$ cat src/rtl/fifo_stream_out.sv
// Read-side adapter: turns a registered-read FIFO (rd_en, dout one cycle later, empty)
// into a valid/ready stream through a 2-entry skid buffer so it never overruns downstream.
module fifo_stream_out #(
  parameter int DATA_WIDTH = 32
) (
  input  logic                  clk,
  input  logic                  rst_n,
  input  logic                  fifo_empty,
  output logic                  fifo_rd_en,
  input  logic [DATA_WIDTH-1:0] fifo_dout,
  output logic [DATA_WIDTH-1:0] out_data,
  output logic                  out_valid,
  input  logic                  out_ready,
  output logic [1:0]            level
);

  logic [DATA_WIDTH-1:0] head_q, tail_q, head_d, tail_d;
  logic [1:0]            count_q, count_d;
  logic                  inflight_q;
  logic                  pop;
  logic [1:0]            occ, occ_after_pop, count_after_pop;

  assign out_valid       = (count_q != 2'd0);
  assign out_data        = head_q;
  assign level           = count_q;
  assign pop             = out_valid & out_ready;
  assign occ             = count_q + {1'b0, inflight_q};
  assign occ_after_pop   = occ - {1'b0, pop};
  assign count_after_pop = count_q - {1'b0, pop};

  // Only request a word if a slot is guaranteed free when it lands next cycle.
  assign fifo_rd_en = rst_n & ~fifo_empty & (occ_after_pop < 2'd2);

  always_comb begin
    head_d  = head_q;
    tail_d  = tail_q;
    count_d = count_q + {1'b0, inflight_q} - {1'b0, pop};
    if (pop && count_q == 2'd2) head_d = tail_q;
    // The landing word takes the first slot left free after this cycle's pop.
    if (inflight_q) begin
      if (count_after_pop == 2'd0) head_d = fifo_dout;
      else                         tail_d = fifo_dout;
    end
  end

  always_ff @(posedge clk or negedge rst_n) begin
    if (!rst_n) begin
      head_q     <= '0;
      tail_q     <= '0;
      count_q    <= 2'd0;
      inflight_q <= 1'b0;
    end else begin
      head_q     <= head_d;
      tail_q     <= tail_d;
      count_q    <= count_d;
      inflight_q <= fifo_rd_en;
    end
  end

`ifdef debug
  logic [2:0] count_wide;
  assign count_wide = {1'b0, count_q} + {2'b0, inflight_q} - {2'b0, pop};
  always @(posedge clk) begin
    if (rst_n) begin
      if (fifo_rd_en && fifo_empty)
        $display("fifo_stream_out ERROR: rd_en asserted while FIFO empty at %0t", $time);
      if (count_wide > 3'd2)
        $display("fifo_stream_out ERROR: buffer count would reach %0d at %0t", count_wide, $time);
    end
  end
`endif

endmodule

$ cat config.mk
export PLATFORM = sky130hd
export DESIGN_NAME = fifo_stream_out
export DESIGN_NICKNAME = d
export VERILOG_FILES = /design/src/rtl/fifo_stream_out.sv
export SDC_FILE = /design/constraint.sdc
export NUM_CORES = 1
export LEC_CHECK = 0
export BUFFER_PORTS_ARGS = -buffer_cell sky130_fd_sc_hd__buf_4
export CAP_MARGIN = 40
export CORE_MARGIN = 10
export CORE_UTILIZATION = 31
export CTS_BUF_LIST = sky130_fd_sc_hd__clkbuf_8
export DETAILED_ROUTE_END_ITERATION = 6
export SETUP_SLACK_MARGIN = 0.15
export SYNTH_ARGS = -nofsm -noshare
export SYNTH_HDL_FRONTEND = slang
export SYNTH_SLANG_ARGS = --single-unit
$ cat constraint.sdc
create_clock -name clk -period 2.88 [get_ports clk]
set_input_delay 0.288 -clock clk [delete_from_list [all_inputs] [get_ports clk]]
set_output_delay 0.288 -clock clk [all_outputs]
set_load 0.005 [all_outputs]
==> flow_summary.ini, run 1 <==
[floorplan]
core_um2 = 9680
fp.dieH_um = 119
fp.dieW_um = 119
ios = 72
start_util_pct = 31.5
fp.dieArea_um2 = 14200
rows = 36

[global_route]
antenna_found_initial = 0
grt_pass1_vias = 2023
grtUsageTotal_pct = 9.56
grt_pass1_wl_um = 10800
grt_max_degree = 39
grt-ovfl-total = 0

[sta]
fmax_mhz = 387
setup_viol = 0
slew_viol_final = 0
fin_crit_sh_pct = 89.7
fin_crit_ns = 2.58
relSlewSlack_pct = 56.6
tightest_slew_ns = 0.651
skew_ns = 0.00685
tns_ns = 0
hold_violations = 0
rsz0062_at_grt = no

[critical_path]
reg2reg_depth = 4
crit_family = simple AND/OR/NAND/NOR gates
crit_slowest_cell = dfrtp_1
timing.rr.start = level[0]$_DFF_PN0_
crit_required_ns = 2.59
startpoint_type = register
slowest_delay_ns = 0.46
path_class = register to output pin
r2r-end = out_data[26]$_DFF_PN0_
cp_cell_sequence = or2_2 > nand2_1 > xnor2_1 > ha_1 > or3b_2 > mux2i_1 > buf_4
r2r_setup_slack_ns = 0.84
end_kind = output pin
crit_buf_inv = 1
crit_arrival_ns = 2.30
worstPathMaxFanout = 7

[place]
place_inst = 388
place_congestion = 0.697
dp_hpwl_um = 4520
io_buffers = 71

[clock_tree]
ctsResizeCount = 0
post_cts_buffers = 0
numCtsBuffers = 9
root_buffer = clkbuf_8
clkTransAtPathRegs_ns = 0.07
clock_latency_ns = 0.33
cts_tree = yes
postCtsHoldBufs = 1
htree_num_levels = 3
cts_sinks = 67
clockBufferDepth = 2

[synth]
syn_area_um2 = 3050
synth.largest_area_cell = dfrtp_1
avgSynthCellArea_um2 = 16.2
synth_edf_count = 0
synth_common_cells = 67 x dfrtp_1, 66 x mux2_2, 30 x mux2_4, 7 x buf_2, 3 x buf_6
async_reset_ff_share_pct = 100
synth_ff_type = dfrtp_1
ys_types = 18
yosysWarnings = 0
synth_area_leaders = dfrtp_1 55%, mux2_2 24%, mux2_4 15%, buf_2 1.1%, buf_6 1.1%
synth_top_area_share_pct = 54.9
synth_nets = 225
ys_ff_latch = 67
synth_seq_area_share_pct = 54.9
syn_inst = 188
yosysMostFrequentCell = dfrtp_1

[final_layout]
layout-drive-gt1-share_pct = 70.7
num-nets-final = 304
antennaDiodeCount = 0
stdcell_count = 403
area_delta_synth_final_pct = 30.6

[power_and_ir_drop]
p_seq_share_pct = 39.2
p_int_mw = 3.15
p_sw_mw = 1.14
p_leak_nw = 1.92
peakVddDrop_mv = 0.440
p_clk_share_pct = 18.7
pwr-share-comb_pct = 42.2
swShare_pct = 26.6
powerDensity_nw_per_um2 = 1080

[drt]
final_antenna_net_count = 0
vias = 1776
viasPerCell = 4.41
drc_errors = 0
firstDrtPassIters = 4
drt_iter0_drc = 54
wl_per_cell_um = 16.1
wirelength_um = 6500

[min_path]
hold_depth = 2
hp-start = fifo_dout[10]
whs_endpoint = out_data[10]$_DFF_PN0_
hp-class = primary input to register

[run_status]
status = finished, final reports clean

[job]
cap_violations = 0
[routing by layer]
metal,vias up,routed length [um],global-route usage [%]
met5,-,0,0
met3,5,424,4.68
met1,894,2830,11.1
li1,826,-,-
met4,0,64,2.75
met2,51,3180,15.3
[how the worst max path moves through the flow]
stage                  to  cells past startpoint  slack (ns)          startpoint
4_1_cts        fifo_rd_en                      7        0.27  level[1]$_DFF_PN0_
2_1_floorplan  fifo_rd_en                      6        0.88  level[0]$_DFF_PN0_
3_3_place_gp   fifo_rd_en                      7        0.71  level[1]$_DFF_PN0_
6_report       fifo_rd_en                      7        0.30  level[1]$_DFF_PN0_
3_5_place_dp   fifo_rd_en                      7        0.65  level[1]$_DFF_PN0_
5_1_grt        fifo_rd_en                      7        0.16  level[1]$_DFF_PN0_
[metrics by stage]
step                utilization (%)  setup WS [ns]  area (um2)  power, mW  hold WS [ns]
floorplan                         -          0.876        3050       2.85      -0.00759
detailed placement             39.0          0.647        3780       3.56         0.359
global placement               38.8          0.706        3760       3.49         0.483
global route                   41.2          0.163        3990       4.62         0.164
finish                         41.2          0.297        3990       4.29         0.192
CTS                            41.2          0.270        3990       4.39         0.164
[flip-flops by register name, indices dropped and copies added (netlist names)]
name / flops
level: 2
out_data: 32
inflight_q: 1
tail_q: 32
[placed cells by master (no fill, tap or decap), types with 2 or more instances in the layout]
cell / synthesis / final
nand3b_1: 2 / 2
mux2_4: 30 / 30
dfrtp_1: 67 / 67
xnor2_1: 2 / 2
buf_12: 0 / 3
or3b_2: 1 / 2
buf_4: 0 / 74
mux2_2: 66 / 66
clkbuf_8: 0 / 12
[cells by family after synthesis]
logic type	share of synthesized area, %
adder cells (fa/ha/maj)	0.410
AO/OA/AOI/OAI	0.327
AND/OR/NAND/NOR	2.13
buffers and inverters	2.25
flip-flops	54.9
XOR/XNOR	0.574
multiplexers	39.4
[power by group through the flow]
stage               sequential [mW]  combinational [mW]  clock (mW)
detailed placement             1.70                1.86           0
CTS                            1.69                1.86       0.846
global placement               1.69                1.80           0
floorplan                      1.66                1.19           0
global route                   1.76                1.98       0.886
finish                         1.68                1.81       0.802
[final cells by class]
class / count / area [um2]
fillers: 931 / 5700
flip-flops and latches: 67 / 1680
multi-input cells: 111 / 1320
repair buffers: 78 / 626
well taps: 133 / 166
clock buffers: 12 / 165
clock inverters: 2 / 35.0
Note: power is estimated with default switching activity, not from simulation.
==> inputs of run 2 (changes only) <==
- ABC_AREA: default -> 1
==> run 2 against run 1 <==
Effect of this change:
- fmax is 3.2% higher
- critical endpoint unchanged
- critical path type unchanged
- cell count is 55% higher
- first-iteration DRC count grew to 2.9 times the previous value
- non-clock buffer count stayed put
- synthesized cell count is 120% higher
- largest power group unchanged
==> flow_summary.ini, run 2 <==
[run_status]
status = finished, final reports clean

[floorplan]
rows = 37
fp.dieH_um = 122
ios = 72
core_um2 = 10200
fp.dieArea_um2 = 14800
start_util_pct = 31.5
fp.dieW_um = 122

[synth]
yosys.area_share.simple_pct = 32.8
async_reset_ff_share_pct = 100
synth.largest_area_cell = dfrtp_1
synthAdderAreaFrac_pct = 0.390
syn_inst = 422
synth_ff_type = dfrtp_1
synth_nets = 459
ys_types = 20
synth_edf_count = 0
muxShareOfSynthArea_pct = 0
avgSynthCellArea_um2 = 7.61
synth-compound-area-share_pct = 3.90
yosysMostFrequentCell = nand2_1
synth_seq_area_share_pct = 52.2
synth_top_family_by_area = simple AND/OR/NAND/NOR gates
ys_ff_latch = 67
synth_area_leaders = dfrtp_1 52%, nand2_1 22%, nand3_1 7.3%, inv_1 5.8%, nand4_1 2.5%
synthXorXnorAreaFrac_pct = 0
synth_top_area_share_pct = 52.2
syn_area_um2 = 3210
synth_common_cells = 187 x nand2_1, 67 x dfrtp_1, 50 x inv_1, 47 x nand3_1
yosysWarnings = 0

[power_and_ir_drop]
peakVddDrop_mv = 0.532
p_leak_nw = 2.26
powerDensity_nw_per_um2 = 1020

[place]
place_inst = 609
post_dp_cell_area_um2 = 3810
dp_hpwl_um = 5760
place_congestion = 0.758
io_buffers = 71

[sta]
relSlewSlack_pct = 56.3
tightest_slew_ns = 0.654
fin_crit_sh_pct = 86.9
rsz0062_at_grt = no
setup_viol = 0
slew_viol_final = 0
fmax_mhz = 400
fin_crit_ns = 2.50
hold_violations = 0
skew_ns = 0.0101
tns_ns = 0

[clock_tree]
root_buffer = clkbuf_8
htree_num_levels = 3
clockBufferDepth = 2
post_cts_buffers = 0
clock_latency_ns = 0.34
cts_sinks = 67
numCtsBuffers = 9
cts_tree = yes
clkTransAtPathRegs_ns = 0.08

[critical_path]
startpoint_type = register
path_class = register to output pin
worstPathMaxFanout = 16
end_kind = output pin
crit_arrival_ns = 2.21
crit_required_ns = 2.59

[global_route]
grt-ovfl-total = 0
grt_max_degree = 37
grt_pass1_vias = 2880
antenna_found_initial = 0
grt_pass1_wl_um = 14500
grtUsageTotal_pct = 12.1

[final_layout]
multi_input_area_um2 = 1190
antennaDiodeCount = 0
layout-drive-gt1-share_pct = 20.4
final_cell_mix = 187 x nand2_1, 77 x buf_4, 67 x dfrtp_1, 51 x inv_1, 47 x nand3_1
area_delta_synth_final_pct = 26.2
num-nets-final = 522
stdcell_count = 626
nFillCells = 1115
final_common_cell = nand2_1
register_area_um2 = 1680
design_area_um2 = 4050

[drt]
vias = 2774
drc_errors = 0
wl_per_cell_um = 13.6
viasPerCell = 4.43
final_antenna_net_count = 0
wirelength_um = 8530
firstDrtPassIters = 6
drt_iter0_drc = 157

[job]
cap_violations = 0

[min_path]
hp-class = primary input to register
[run 2: path summary, 6_finish.rpt]
check / from / endpoint / slack (ns) / cells after the start
worst max-delay path: level[0]$_DFF_PN0_ / fifo_rd_en / 0.38 / 13
worst min-delay path: fifo_dout[16] / out_data[16]$_DFF_PN0_ / 0.15 / 3
worst max register to register: level[0]$_DFF_PN0_ / out_data[1]$_DFF_PN0_ / 0.98 / 7
worst min register to register: tail_q[5]$_DFFE_PN0P_ / tail_q[5]$_DFFE_PN0P_ / 0.47 / 2
max in group asynchronous: rst_n / tail_q[15]$_DFFE_PN0P_ / 1.59 / 3
min in group asynchronous: rst_n / out_data[21]$_DFF_PN0_ / 0.43 / 2
[run 2: per-layer routing]
metal | global-route usage (%) | share of wire (%) | up-vias
met5 | 0 | 0 | -
met4 | 4.77 | 1.5 | 0
met3 | 3.38 | 4.8 | 9
met2 | 19.5 | 47 | 63
met1 | 15.1 | 47 | 1275
li1 | - | - | 1427
[run 2: timing repair]
action / 4_1_cts / 5_1_grt
hold buffers: 1 / 0
endpoints found under the hold margin: 31 / 0
resized for setup: 0 / 0
[run 2: final cells by class]
| type | instances | share of cell area [%] |
|---|---|---|
| Clock buffer | 11 | 3.74 |
| Clock inverter | 5 | 1.88 |
| Inverter | 53 | 4.91 |
| Multi-Input combinational cell | 276 | 29.4 |
| Sequential cell | 67 | 41.4 |
| Tap cell | 136 | 4.20 |
| Timing Repair Buffer | 78 | 14.5 |
[run 2: critical path, stage by stage (launching register included)]
cell and delay, ns:
dfrtp_1 0.45, inv_2 0.27, nand2_1 0.14, nand3_1 0.12
nand2_1 0.08, ha_1 0.20, inv_1 0.05, nand2_1 0.04
nand2_1 0.08, inv_1 0.05, nand2_1 0.06, nand2_1 0.06
nor2_1 0.13, buf_4 0.13
[run 2: cells by family (layout without fill, tap and decap cells)]
group,Yosys count,after routing
and+or+nand+nor,253,253
buffers and inverters,79,147
DFF,67,67
AOI/OAI and AO/OA,22,22
adders and majority gates,1,1
[run 2: per-stage QoR]
step                      util, %  worst slack (ns)  hold WS, ns  total power, mW
after global routing         39.8             0.153        0.146             4.55
after global placement       37.4             0.901        0.262             3.24
final                        39.8             0.378        0.154             4.14
after floorplan                 -              1.10     -0.00759             2.61
after detailed placement     37.4             0.775        0.266             3.29
after CTS                    39.8             0.358        0.135             4.20
[run 2: report_power, final]
part | internal, mW | switching (mW) | total, mW
Combinational | 0.701 | 0.937 | 1.64
Clock | 0.530 | 0.358 | 0.889
Sequential | 1.36 | 0.245 | 1.61
==> inputs of run 3 (changes only) <==
- BUFFER_PORTS_ARGS: -buffer_cell sky130_fd_sc_hd__buf_4 -> default
- DONT_BUFFER_PORTS: default -> 1
==> run 3 against run 2 <==
Effect of this change:
- non-clock buffer count shrank 71
- via count shrank 9.7%
- sequential cell count is the same
- fmax grew 3.3%
- routed wire length shrank 5.0%
- count of clock-buffer cells in the layout grew 3
- critical path depth shrank 1
- largest power group is now registers
- clock power shrank 14%
- sequential power grew 4%
- core utilization shrank 5.3 points
==> flow_summary.ini, run 3 (synthesis results as in run 2) <==
[place]
post_dp_cell_area_um2 = 3270
dp_hpwl_um = 5370
io_buffers = 0
place_congestion = 0.738

[drt]
firstDrtPassIters = 4
wirelength_um = 8100
drt_iter0_drc = 141
wl_per_cell_um = 14.6
viasPerCell = 4.52
final_antenna_net_count = 0
vias = 2505
drc_errors = 0

[clock_tree]
post_cts_buffers = 0
clock_latency_ns = 0.33
cts_sinks = 67
ctsResizeCount = 0
cts_tree = yes
numCtsBuffers = 9
root_buffer = clkbuf_8
clockBufferDepth = 2
clkTransAtPathRegs_ns = 0.07
htree_num_levels = 3
postCtsHoldBufs = 2

[power_and_ir_drop]
powerDensity_nw_per_um2 = 1040
peakVddDrop_mv = 0.355
p_leak_nw = 1.90

[critical_path]
crit_arrival_ns = 2.13
reg2reg_depth = 5
r2r-end = out_data[22]$_DFF_PN0_
crit_required_ns = 2.59
cpMostUsedCell = nand2_1
crit_slowest_cell = dfrtp_1
path_class = register to output pin
crit_buf_inv = 3
worstPathMaxFanout = 16
timing.rr.start = inflight_q$_DFF_PN0_
cp_cell_sequence = inv_2 > nand2_1 > nand3_1 > nand2_1 > ha_1 > inv_1 > nand2_1 > nand2_1 > inv_1 > nand2_1 > nand2_1 > nor2_1
end_kind = output pin
r2r_setup_slack_ns = 0.86
setup.worst_path.end = fifo_rd_en
crit_family = simple AND/OR/NAND/NOR gates
path_depth = 12
startpoint = level[0]$_DFF_PN0_
startpoint_type = register
slowest_delay_ns = 0.46

[final_layout]
layout-drive-gt1-share_pct = 6.94
area_delta_synth_final_pct = 9.27
design_area_um2 = 3510
final_common_cell = nand2_1
nFillCells = 1106
num-nets-final = 451
final_cell_mix = 187 x nand2_1, 67 x dfrtp_1, 50 x inv_1, 47 x nand3_1, 16 x o21ai_0
antennaDiodeCount = 0

[sta]
slew_viol_final = 0
fin_crit_sh_pct = 84.1
hold_violations = 0
hold_slack_ns = 0.0662
tns_ns = 0
tightest_slew_ns = 0.716
skew_ns = 0.00835
fin_crit_ns = 2.42
relSlewSlack_pct = 52.1
rsz0062_at_grt = no
fmax_mhz = 413
setup_viol = 0

[global_route]
grt_use_met1_pct = 13.6
grtUsageTotal_pct = 11.5
grt_max_degree = 68
grt_busiest_layer = met2
grt_pass1_vias = 2424
antenna_found_initial = 0
use_met2_pct = 17.7
grt-ovfl-total = 0
grtUsageMet3_pct = 5.18
grt_pass1_wl_um = 13400

[floorplan]
rows = 37
fp.dieH_um = 122
core_um2 = 10200
fp.dieW_um = 122
fp.dieArea_um2 = 14800
ios = 72
start_util_pct = 31.5

[job]
cap_violations = 0

[run_status]
status = finished, final reports clean

[min_path]
hp-class = primary input to register
## run 3: cell types whose count changed in the layout (fill, tap and decap cells not counted)
cell | before | now
buf_4 | 77 | 5
clkbuf_8 | 11 | 14
bufinv_16 | 2 | 0
buf_16 | 0 | 1
clkinvlp_4 | 1 | 0
inv_1 | 51 | 50
## run 3: metrics by stage
stage | std cells | setup slack (ns) | total power, mW | util [%]
after floorplan | 422 | 1.10 | 2.61 | -
after global placement | 537 | 0.815 | 2.86 | 32.1
after detailed placement | 537 | 0.754 | 2.90 | 32.1
after CTS | 554 | 0.369 | 3.72 | 34.4
after global routing | 554 | 0.176 | 4.02 | 34.4
final | 554 | 0.458 | 3.65 | 34.4
## run 3: layout make-up
| class | count | area [um2] | area share, % |
|---|---|---|---|
| Clock buffer | 14 | 193 | 5.49 |
| Clock inverter | 1 | 5.00 | 0.143 |
| Inverter | 53 | 199 | 5.67 |
| Multi-Input combinational cell | 276 | 1190 | 33.9 |
| Sequential cell | 67 | 1680 | 47.8 |
| Tap cell | 136 | 170 | 4.85 |
| Timing Repair Buffer | 7 | 75.1 | 2.14 |
## run 3: worst min-delay path by stage
stage                   from                     end  cells after the start
3_3_place_gp           rst_n  out_data[21]$_DFF_PN0_                      0
6_report       fifo_dout[16]  out_data[16]$_DFF_PN0_                      2
4_1_cts        fifo_dout[30]  out_data[30]$_DFF_PN0_                      2
2_1_floorplan          rst_n    inflight_q$_DFF_PN0_                      0
3_5_place_dp           rst_n  out_data[22]$_DFF_PN0_                      0
5_1_grt        fifo_dout[13]  out_data[13]$_DFF_PN0_                      2
## run 3: where the power goes
part	internal, mW	leakage [nW]	switching, mW
Clock	0.425	0.105	0.342
Combinational	0.419	0.959	0.797
Sequential	1.37	0.840	0.302
## run 3: metal layers
metal,wire length (um),vias to the layer above
met5,0,-
met4,110,0
met3,671,6
met2,3700,59
met1,3620,1158
li1,-,1282
